`config.mk`:
```
export PLATFORM = sky130hd
export DESIGN_NAME = seq_multiplier
export DESIGN_NICKNAME = d
export VERILOG_FILES = /design/src/rtl/seq_multiplier_pkg.sv /design/src/rtl/seq_multiplier_mul_step.sv /design/src/rtl/seq_multiplier.sv
export SDC_FILE = /design/constraint.sdc
export NUM_CORES = 1
export LEC_CHECK = 0
export ABC_AREA = 1
export BUFFER_PORTS_ARGS = -buffer_cell sky130_fd_sc_hd__buf_2
export CAP_MARGIN = 25
export CORE_UTILIZATION = 60
export CTS_CLUSTER_SIZE = 24
export DETAILED_ROUTE_END_ITERATION = 10
export PLACE_DENSITY_LB_ADDON = 0.2
export SLEW_MARGIN = 15
export SYNTH_ARGS = -nofsm -noshare
export SYNTH_HDL_FRONTEND = slang
export SYNTH_SLANG_ARGS = --single-unit
```
`constraint.sdc`:
```
create_clock -name clk -period 3.3 [get_ports clk]
set_input_delay 0.165 -clock clk [delete_from_list [all_inputs] [get_ports clk]]
set_output_delay 0.165 -clock clk [all_outputs]
set_load 0.05 [all_outputs]
```
`src/rtl/seq_multiplier_pkg.sv`:
```
`default_nettype none
// ============================================================================
//  Module   : seq_multiplier_pkg
//  Purpose  : Shared definitions for the sequential shift-and-add multiplier.
//             - FSM state encoding.
//             - Default operand widths, shared with the restoring divider so
//               that the divider self-check path sees identical widths.
//             - Iteration-counter width.
//  Ports    : none (package)
//  Revision : 1.0 - initial release
// ============================================================================
package seq_multiplier_pkg;

    // Default widths, identical to the companion divider.
    // M: quotient / multiplicand width.  N: divisor and remainder width.
    localparam int M_DEFAULT = 26;
    localparam int N_DEFAULT = 14;

    // Iteration counter width for the default multiplicand width.
    localparam int CNT_W = $clog2(M_DEFAULT);

    // Counter width for an arbitrary multiplicand width; never narrower
    // than one bit.
    function automatic int cnt_width(input int m);
        return (m > 1) ? $clog2(m) : 1;
    endfunction

    typedef enum logic [1:0] {
        ST_IDLE = 2'd0,
        ST_RUN  = 2'd1,
        ST_ADD  = 2'd2
    } state_e;

endpackage
`default_nettype wire

```
`src/rtl/seq_multiplier_mul_step.sv`:
```
`default_nettype none
// ============================================================================
//  Module   : mul_step
//  Purpose  : One combinational shift-and-add step of the MSB-first
//             multiplier: acc_o = (acc_i << 1) + (mbit_i ? addend_i : 0).
//             Has the same shape as one step of the restoring divider, so
//             it can later be replicated into an unrolled, pipelined variant.
//  Ports    : acc_i    [ACC_W-1:0]  running accumulator
//             mbit_i                current multiplicand bit (MSB first)
//             addend_i [ADD_W-1:0]  divisor (multiplier) operand
//             acc_o    [ACC_W-1:0]  next accumulator value
//  Revision : 1.0 - initial release
// ============================================================================
module mul_step #(
    parameter int ACC_W = 40,
    parameter int ADD_W = 14
) (
    input  logic [ACC_W-1:0] acc_i,
    input  logic             mbit_i,
    input  logic [ADD_W-1:0] addend_i,
    output logic [ACC_W-1:0] acc_o
);

    logic [ACC_W-1:0] addend_ext;

    assign addend_ext = mbit_i ? {{(ACC_W-ADD_W){1'b0}}, addend_i} : '0;

    // The MSB shifted out is always zero: the partial product after k
    // steps is below 2^(k+ADD_W), which never exceeds ACC_W bits.
    assign acc_o = {acc_i[ACC_W-2:0], 1'b0} + addend_ext;

endmodule
`default_nettype wire

```
`src/rtl/seq_multiplier.sv`:
```
`default_nettype none
// ============================================================================
//  Module   : seq_multiplier
//  Purpose  : Iterative shift-and-add multiplier. Computes
//             product = quotient * divisor + remainder,
//             one multiplicand bit per clock, MSB first. This rebuilds the
//             dividend from the restoring divider's outputs. The result and
//             rem_err are held until the next accepted start.
//  Ports    : clk                 system clock, rising edge
//             rst                 synchronous reset, active-high
//             start               request, accepted only while ready=1
//             quotient  [M-1:0]   multiplicand, captured on accepted start
//             divisor   [N-1:0]   multiplier, captured on accepted start
//             remainder [N-1:0]   addend, captured on accepted start
//             ready               high in IDLE
//             done                one-cycle pulse when product is valid
//             product   [M+N-1:0] quotient*divisor + remainder
//             rem_err             remainder >= divisor for the last result
//  Revision : 1.0 - initial release
// ============================================================================
module seq_multiplier
    import seq_multiplier_pkg::*;
#(
    parameter int M = M_DEFAULT,
    parameter int N = N_DEFAULT
) (
    input  logic           clk,
    input  logic           rst,
    input  logic           start,
    input  logic [M-1:0]   quotient,
    input  logic [N-1:0]   divisor,
    input  logic [N-1:0]   remainder,
    output logic           ready,
    output logic           done,
    output logic [M+N-1:0] product,
    output logic           rem_err
);

    localparam int W  = M + N;
    // The default configuration takes the shared counter width so it
    // tracks the divider exactly; other widths derive their own.
    localparam int CW = (M == M_DEFAULT) ? CNT_W : cnt_width(M);

    state_e          state_q, state_d;
    logic [W-1:0]    acc_q, acc_d;
    logic [M-1:0]    mcand_q, mcand_d;
    logic [N-1:0]    div_q, div_d;
    logic [N-1:0]    rem_q, rem_d;
    logic [CW-1:0]   cnt_q, cnt_d;
    logic [W-1:0]    prod_q, prod_d;
    logic            err_q, err_d;
    logic            done_q, done_d;

    logic [W-1:0]    step_acc;

    mul_step #(
        .ACC_W (W),
        .ADD_W (N)
    ) u_mul_step (
        .acc_i    (acc_q),
        .mbit_i   (mcand_q[M-1]),
        .addend_i (div_q),
        .acc_o    (step_acc)
    );

    always_ff @(posedge clk) begin
        if (rst) begin
            state_q <= ST_IDLE;
            acc_q   <= '0;
            mcand_q <= '0;
            div_q   <= '0;
            rem_q   <= '0;
            cnt_q   <= '0;
            prod_q  <= '0;
            err_q   <= 1'b0;
            done_q  <= 1'b0;
        end else begin
            state_q <= state_d;
            acc_q   <= acc_d;
            mcand_q <= mcand_d;
            div_q   <= div_d;
            rem_q   <= rem_d;
            cnt_q   <= cnt_d;
            prod_q  <= prod_d;
            err_q   <= err_d;
            done_q  <= done_d;
        end
    end

    always_comb begin
        state_d = state_q;
        acc_d   = acc_q;
        mcand_d = mcand_q;
        div_d   = div_q;
        rem_d   = rem_q;
        cnt_d   = cnt_q;
        prod_d  = prod_q;
        err_d   = err_q;
        done_d  = 1'b0;

        case (state_q)
            ST_IDLE: begin
                if (start) begin
                    mcand_d = quotient;
                    div_d   = divisor;
                    rem_d   = remainder;
                    acc_d   = '0;
                    cnt_d   = CW'(M - 1);
                    state_d = ST_RUN;
                end
            end

            // One step per edge; the step taken while cnt_q is zero is the
            // M-th and last one.
            ST_RUN: begin
                acc_d   = step_acc;
                mcand_d = mcand_q << 1;
                if (cnt_q == '0) begin
                    state_d = ST_ADD;
                end else begin
                    cnt_d = cnt_q - CW'(1);
                end
            end

            // The sum cannot overflow: the largest result is 2^W - 2^M.
            ST_ADD: begin
                prod_d  = acc_q + {{M{1'b0}}, rem_q};
                err_d   = (rem_q >= div_q);
                done_d  = 1'b1;
                state_d = ST_IDLE;
            end

            default: begin
                state_d = ST_IDLE;
            end
        endcase
    end

    assign ready   = (state_q == ST_IDLE);
    assign done    = done_q;
    assign product = prod_q;
    assign rem_err = err_q;

endmodule
`default_nettype wire

```
==> summary.txt, run 1 <==
Synth
  • Synth top area share: 0.320
  • Yosys reg bits: around 140
  • Synth Net Count: approximately 1500
  • Synth warnings: 0
  • Syn Std Cell Area: 8950 µm²
  • Yosys top cell by area: dfxtp_1
  • Most instantiated cells after synthesis: nand2_1 (357), nor2_1 (163), inv_1 (147)
  • Top cells by area, synth: dfxtp_1 (32%), nand2_1 (15%), nand3_1 (7.2%)
  • Cell count after synthesis: approximately 1400
  • Post-synth EDFFs: 0
  • Count leader, synth: nand2_1
  • Syn_area_per_cell: around 6.4 µm²
  • Unique cell type count in the Yosys netlist: between 40 and 50
  • Post-synth top flop: dfxtp_1
  • Register area share after synthesis: 0.320
  • Synth async-reset ratio: 0

STA
  • Final count of hold timing violations: 1
  • Worst slew margin: 0.485
  • Worst slew pin tran: approximately 0.77 ns
  • Setup_tns: 0 ns
  • Final period utilization: 0.768
  • Slew Viols, Final: 0
  • Peak Freq: a little under 400 MHz
  • Unrepaired setup endpoints after global routing: no
  • Clock Skew: ~0.011 ns
  • Final setup fails: 0
  • Worst hold slack: -0.0000965 ns
  • Tmin final: approximately 2.5 ns

Global routing
  • Global-route usage over all layers: 0.359
  • First-pass GRT wire length: approximately 42000 µm
  • Total gr overflow: 0
  • Initial antenna violation count: 0
  • Vias in the first global route: 8479
  • Largest net degree at the start of global routing: 75

Flow run
  • # Max-Cap Violations: 0

Cells and area
  • Nets: 1600
  • Share of layout cells above drive strength 1: 0.140
  • Fill cells: between 1000 and 1500
  • Layout Utilization: 0.722
  • Synth-to-Final Area Change: 17.3%

Critical path
  • Reg2reg path depth: 13
  • FF-to-FF Start: mcand_q[25]
  • CP top delay family: simple AND/OR/NAND/NOR gates
  • Reg-to-reg setup timing slack: about 0.76 ns
  • Critical path launch point type: flop
  • Critical register-to-register path endpoint: acc_q[34]
  • Cells along the critical path: nand2_1 > inv_1 > ha_1 > nand2_1 > inv_1 > a21oi_1 > nand3_1 > nand2_1 > nand2_1 > nand2_1 > nand2_1 > nand3_1 > a21oi_1
  • Worst Path Buf+Inv: 2
  • Crit-path slowest cell: dfxtp_1
  • Max Fanout on Critical Path: 15
  • Crit. End Element: flop
  • CP Class: flop to flop
  • Worst Path Arrival: roughly 2.8 ns
  • Slowest stage delay, CP: roughly 0.63 ns
  • Req. time, crit path: ~3.6 ns
  • Cell mode on critical path: nand2_1

Placement
  • Hpwl dp: about 19000 µm
  • Port-buffer cells: 99
  • RD Place Congestion: 0.995

Min path
  • WHS Endpoint: mcand_q[24]
  • Worst hold path class: input port to flop
  • Hold wc startpoint: quotient[24]
  • WHS Path Cells: 3

Routing
  • First-pass detailed-route iteration total: 5
  • Initial drt markers: roughly 670
  • DR WL/cell: 15.8 µm
  • Post-route ant nets: 0
  • # DRC: 0
  • Vias: 9471
  • WL final: roughly 27000 µm
  • Avg Vias per Cell: between 5 and 6

Clocking
  • Clock Sink Count: approximately 140
  • Total CTS buffers: 17
  • CTS tree: done
  • H-tree Lvls: 4
  • Clock root cell: clkbuf_16
  • Maximum root-to-sink buffer count: 2
  • Worst-path clk slew: about 0.07 ns
  • Worst skew pair latency: roughly 0.44 ns
  • Postcts setup bufs: 0

Power
  • Leak Pwr: 5.08 nW
  • Pwr dens: between 400 and 500 nW/µm²
  • VDD IR max: roughly 400 µV

Status
  • Failing checks: negative hold slack
  • Run status: complete, but fails checks

Die
  • Cell Rows: between 40 and 50
  • Die area: between 15000 and 20000 µm²
  • Initial Util: 0.616
  • Io pins: 100
  • Die width: about 120 µm
  • Die height: roughly 120 µm
  • Placeable Area: ~15000 µm²
-- metal layers --
metal	track usage	wire length, µm
met1	0.459	11700
met2	0.586	12200
met3	0.0696	1820
met4	0.155	979
met5	0	0
-- final cells by class --
cell class	count	area, µm²	share of cell area
Sequential cell	143	2860	0.273
Multi-Input combinational cell	1031	5260	0.501
Clock buffer	17	425	0.0405
Clock inverter	15	175	0.0167
Tap cell	184	230	0.0219
Inverter	165	619	0.0590
Antenna cell	1	2.50	0.000238
Timing Repair Buffer	140	921	0.0877
-- placed cells by master, fill, tap and decap left out, types with 3 or more instances in the layout --
cell           synthesis  layout
buf_4                  2       5
nor3_2                 4       4
nor2_2                 6       7
clkbuf_16              0      17
xnor2_1                4       4
nand2_2               14      14
o211ai_1               4       4
nor3_1                 5       5
inv_6                  0       5
nand4_2                5       5
inv_2                 17      18
nand3_2                7       7
o21ai_1                6       6
a21oi_1              104     104
clkinv_8               0       3
dlygate4sd3_1          0      34
ha_1                  43      43
nor2_1               163     161
dfxtp_1              143     143
o21ai_0              100     100
nand4_1               11      11
a31oi_1               29      29
nand3_1              129     129
buf_2                  8      99
nand2_1              357     357
xor2_1                 7       7
nor2_4                 8       9
nand2_4                3       3
inv_1                147     146
-- what timing repair did --
item,CTS,global route
resized for setup,0,0
hold buffers,33,1
endpoints found under the hold margin,33,1
setup endpoints to repair,0,0
-- kinds of logic after synthesis --
family,synth area share
DFF,0.320
buffers and inverters,0.0930
and+or+nand+nor,0.362
AOI/OAI and AO/OA,0.150
xor gates and xnor gates,0.0108
adders and majority gates,0.0646
-- worst register-to-register path, cell delays in order (launching register included) --
cell     delay [ns]
dfxtp_1        0.63
nand2_1        0.15
inv_1          0.09
ha_1           0.27
nand2_1        0.16
inv_1          0.05
a21oi_1        0.26
nand3_1        0.26
nand2_1        0.15
nand2_1        0.12
nand2_1        0.08
nand2_1        0.04
nand3_1        0.07
a21oi_1        0.06
-- how the worst max path moves through the flow --
stage | from | end | slack (ns) | cells past startpoint
after CTS | mcand_q[25] | acc_q[34] | 0.85 | 13
after detailed placement | mcand_q[25] | acc_q[35] | 0.88 | 13
after global routing | mcand_q[25] | acc_q[34] | 0.54 | 12
after floorplan | mcand_q[25] | acc_q[25] | 1.19 | 15
final | mcand_q[25] | acc_q[34] | 0.76 | 13
after global placement | mcand_q[25] | acc_q[35] | 0.87 | 13
-- registers in the layout (all words and copies together), names as in the netlist --
name	count
rem_q	14
acc_q	40
state_q	2
rem_err	1
div_q	14
cnt_q	5
product	40
mcand_q	26
done	1
-- per-stage QoR --
step                hold slack (ns)  worst slack [ns]  instances  total power (W)  cell area [µm²]
CTS                        0.000121             0.853       1693          0.00464            10500
global route                0.00316             0.540       1695          0.00483            10500
floorplan                     0.312              1.19       1391          0.00247             8950
global placement              0.414             0.867       1628          0.00265             9530
detailed placement            0.421             0.882       1628          0.00267             9530
finish                   -0.0000965             0.764       1696          0.00465            10500
-- power breakdown --
group	switching [W]	internal, W	leakage, nW
Sequential	0.0000828	0.00185	1.17
Combinational	0.000509	0.000252	3.62
Clock	0.000882	0.00108	0.291
No activity file was read; power rests on OpenSTA's default activity.
==> run 2: changes to the inputs <==
--- a/config.mk
+++ b/config.mk
@@ -8,7 +8,7 @@
 export ABC_AREA = 1
 export BUFFER_PORTS_ARGS = -buffer_cell sky130_fd_sc_hd__buf_2
 export CAP_MARGIN = 25
-export CORE_UTILIZATION = 60
+export CORE_UTILIZATION = 54
 export CTS_CLUSTER_SIZE = 24
 export DETAILED_ROUTE_END_ITERATION = 10
 export PLACE_DENSITY_LB_ADDON = 0.2
==> constraint.sdc (replaced) <==
create_clock -name clk -period 2.1 [get_ports clk]
set_input_delay 0.105 -clock clk [delete_from_list [all_inputs] [get_ports clk]]
set_output_delay 0.105 -clock clk [all_outputs]
set_load 0.05 [all_outputs]
==> summary.txt, run 2 (synthesis results as in run 1) <==
Routing
  • Vias: a little over 10000
  • Post-route ant nets: 0
  • Met2 wire length: 14300 µm
  • WL final: between 30000 and 40000 µm
  • # DRC: 0
  • DR WL/cell: roughly 17 µm
  • Initial drt markers: around 1000
  • Met3 wire len: around 2800 µm
  • Uppermost layer routed: met4
  • DRT met1 WL: roughly 12000 µm
  • First-pass detailed-route iteration total: 6
  • Avg Vias per Cell: ~5.6

STA
  • Tmin final: ~2.2 ns
  • Final count of hold timing violations: 0
  • Clock Skew: between 0.008 and 0.009 ns
  • Slew Viols, Final: 0
  • Worst slew margin: 0.648
  • Final setup fails: 4
  • Setup_tns: -0.122 ns
  • Worst slew pin tran: roughly 0.53 ns
  • Setup ws final: -0.0545 ns
  • Peak Freq: 464 MHz
  • Unrepaired setup endpoints after global routing: yes
  • Worst hold slack: 0.00458 ns
  • Final period utilization: 1.03

Critical path
  • CP Class: flop to flop
  • Crit. End Element: flop
  • Max Fanout on Critical Path: 8
  • Critical path launch point type: flop
  • Req. time, crit path: between 2 and 2.5 ns
  • Worst Path Arrival: 2.52 ns

Global routing
  • Initial antenna violation count: 0
  • Global-route usage over all layers: 0.348
  • Largest net degree at the start of global routing: 53
  • First-pass GRT wire length: ~46000 µm
  • Total gr overflow: 0
  • Vias in the first global route: ~9400

Flow run
  • # Max-Cap Violations: 0

Die
  • Die height: 131 µm
  • Die width: approximately 130 µm
  • Io pins: 100
  • Die area: ~17000 µm²
  • Placeable Area: ~16000 µm²
  • Cell Rows: between 40 and 50
  • Initial Util: 0.559

Placement
  • Hpwl dp: around 21000 µm
  • Port-buffer cells: 99
  • RD Place Congestion: between 0.9 and 1
  • Pre-CTS WS: -0.313 ns

Cells and area
  • Layout Utilization: 0.768
  • Commonest non-fill, non-tap cells in the layout: nand2_1 (305), nor2_1 (146), dfxtp_1 (134)
  • Most common cell after layout, fill and taps aside: nand2_1
  • Nets: between 1500 and 2000
  • Share of layout cells above drive strength 1: 0.279
  • Antenna cells: 0
  • Synth-to-Final Area Change: 37.3%

Power
  • Pwr dens: 620 nW/µm²
  • Total power draw: between 0.007 and 0.008 W
  • Leak Pwr: 5.83 nW
  • VDD IR max: 601 µV

Clocking
  • Worst skew pair latency: roughly 0.44 ns
  • CTS tree: done
  • Total CTS buffers: 17
  • H-tree Lvls: 4
  • Clock root cell: clkbuf_16
  • Maximum root-to-sink buffer count: 2
  • Clock Sink Count: between 100 and 150
  • Worst-path clk slew: 0.06 ns

Status
  • Run status: complete, but fails checks
  • Failing checks: negative setup slack

Min path
  • Worst hold path class: input port to flop
## run 2: changes by cell type in the layout (fill, tap and decap cells not counted), sizes merged, moves of 2 or more
cell	before	now
clkbuf	17	19
buf	106	203
dlygate4sd3	34	52
clkinv	7	4
## run 2: worst max-delay path, stage by stage (launching register included)
cell and delay (ns):
dfxtp_4 0.39, buf_8 0.16, nand2_1 0.09, inv_2 0.06
ha_4 0.30, nand2_2 0.09, inv_4 0.09, nand2_4 0.07
nor3_1 0.26, nand2_2 0.13, nand2_4 0.12, nand2_1 0.06
nand2_1 0.06, nand3_1 0.07, a21oi_1 0.14
## run 2: layout make-up
class | count | area [µm²]
Fill cell | 1211 | 3720
Inverter | 165 | 632
Timing Repair Buffer | 255 | 1850
Sequential cell | 143 | 2880
Clock inverter | 13 | 149
Clock buffer | 19 | 453
Multi-Input combinational cell | 1031 | 6050
Tap cell | 216 | 270
## run 2: repair_timing
| action | 4_1_cts | 5_1_grt |
|---|---|---|
| resized for setup | 15 | 194 |
| pin swaps | 0 | 49 |
| setup buffers | 2 | 8 |
| endpoints found under the setup margin | 40 | 59 |
| hold buffers | 52 | 0 |
| endpoints found under the hold margin | 52 | 0 |
## run 2: per-stage QoR
step,std cells,instance area [µm²]
5_1_grt,1842,12300
3_3_place_gp,1749,10200
2_1_floorplan,1391,8950
4_1_cts,1835,11400
6_report,1842,12300
3_5_place_dp,1749,10200
## run 2: worst paths after layout
| kind | depth (start not counted) | from | slack, ns | end |
|---|---|---|---|---|
| max | 14 | mcand_q[25] | -0.05 | acc_q[24] |
| min | 3 | divisor[4] | 0.005 | div_q[4] |
| max reg2reg | 14 | mcand_q[25] | -0.05 | acc_q[24] |
| min reg2reg | 2 | mcand_q[0] | 0.47 | mcand_q[0] |
## run 2: metal layers
metal	GRT usage	up-vias
met5	0	-
met4	0.148	0
met3	0.0896	108
met2	0.574	517
met1	0.429	4712
li1	-	4981
## run 2: power breakdown
group,switching [W],total [W],internal (W)
Sequential,0.000144,0.00305,0.00290
Clock,0.00132,0.00316,0.00184
Combinational,0.000881,0.00141,0.000530
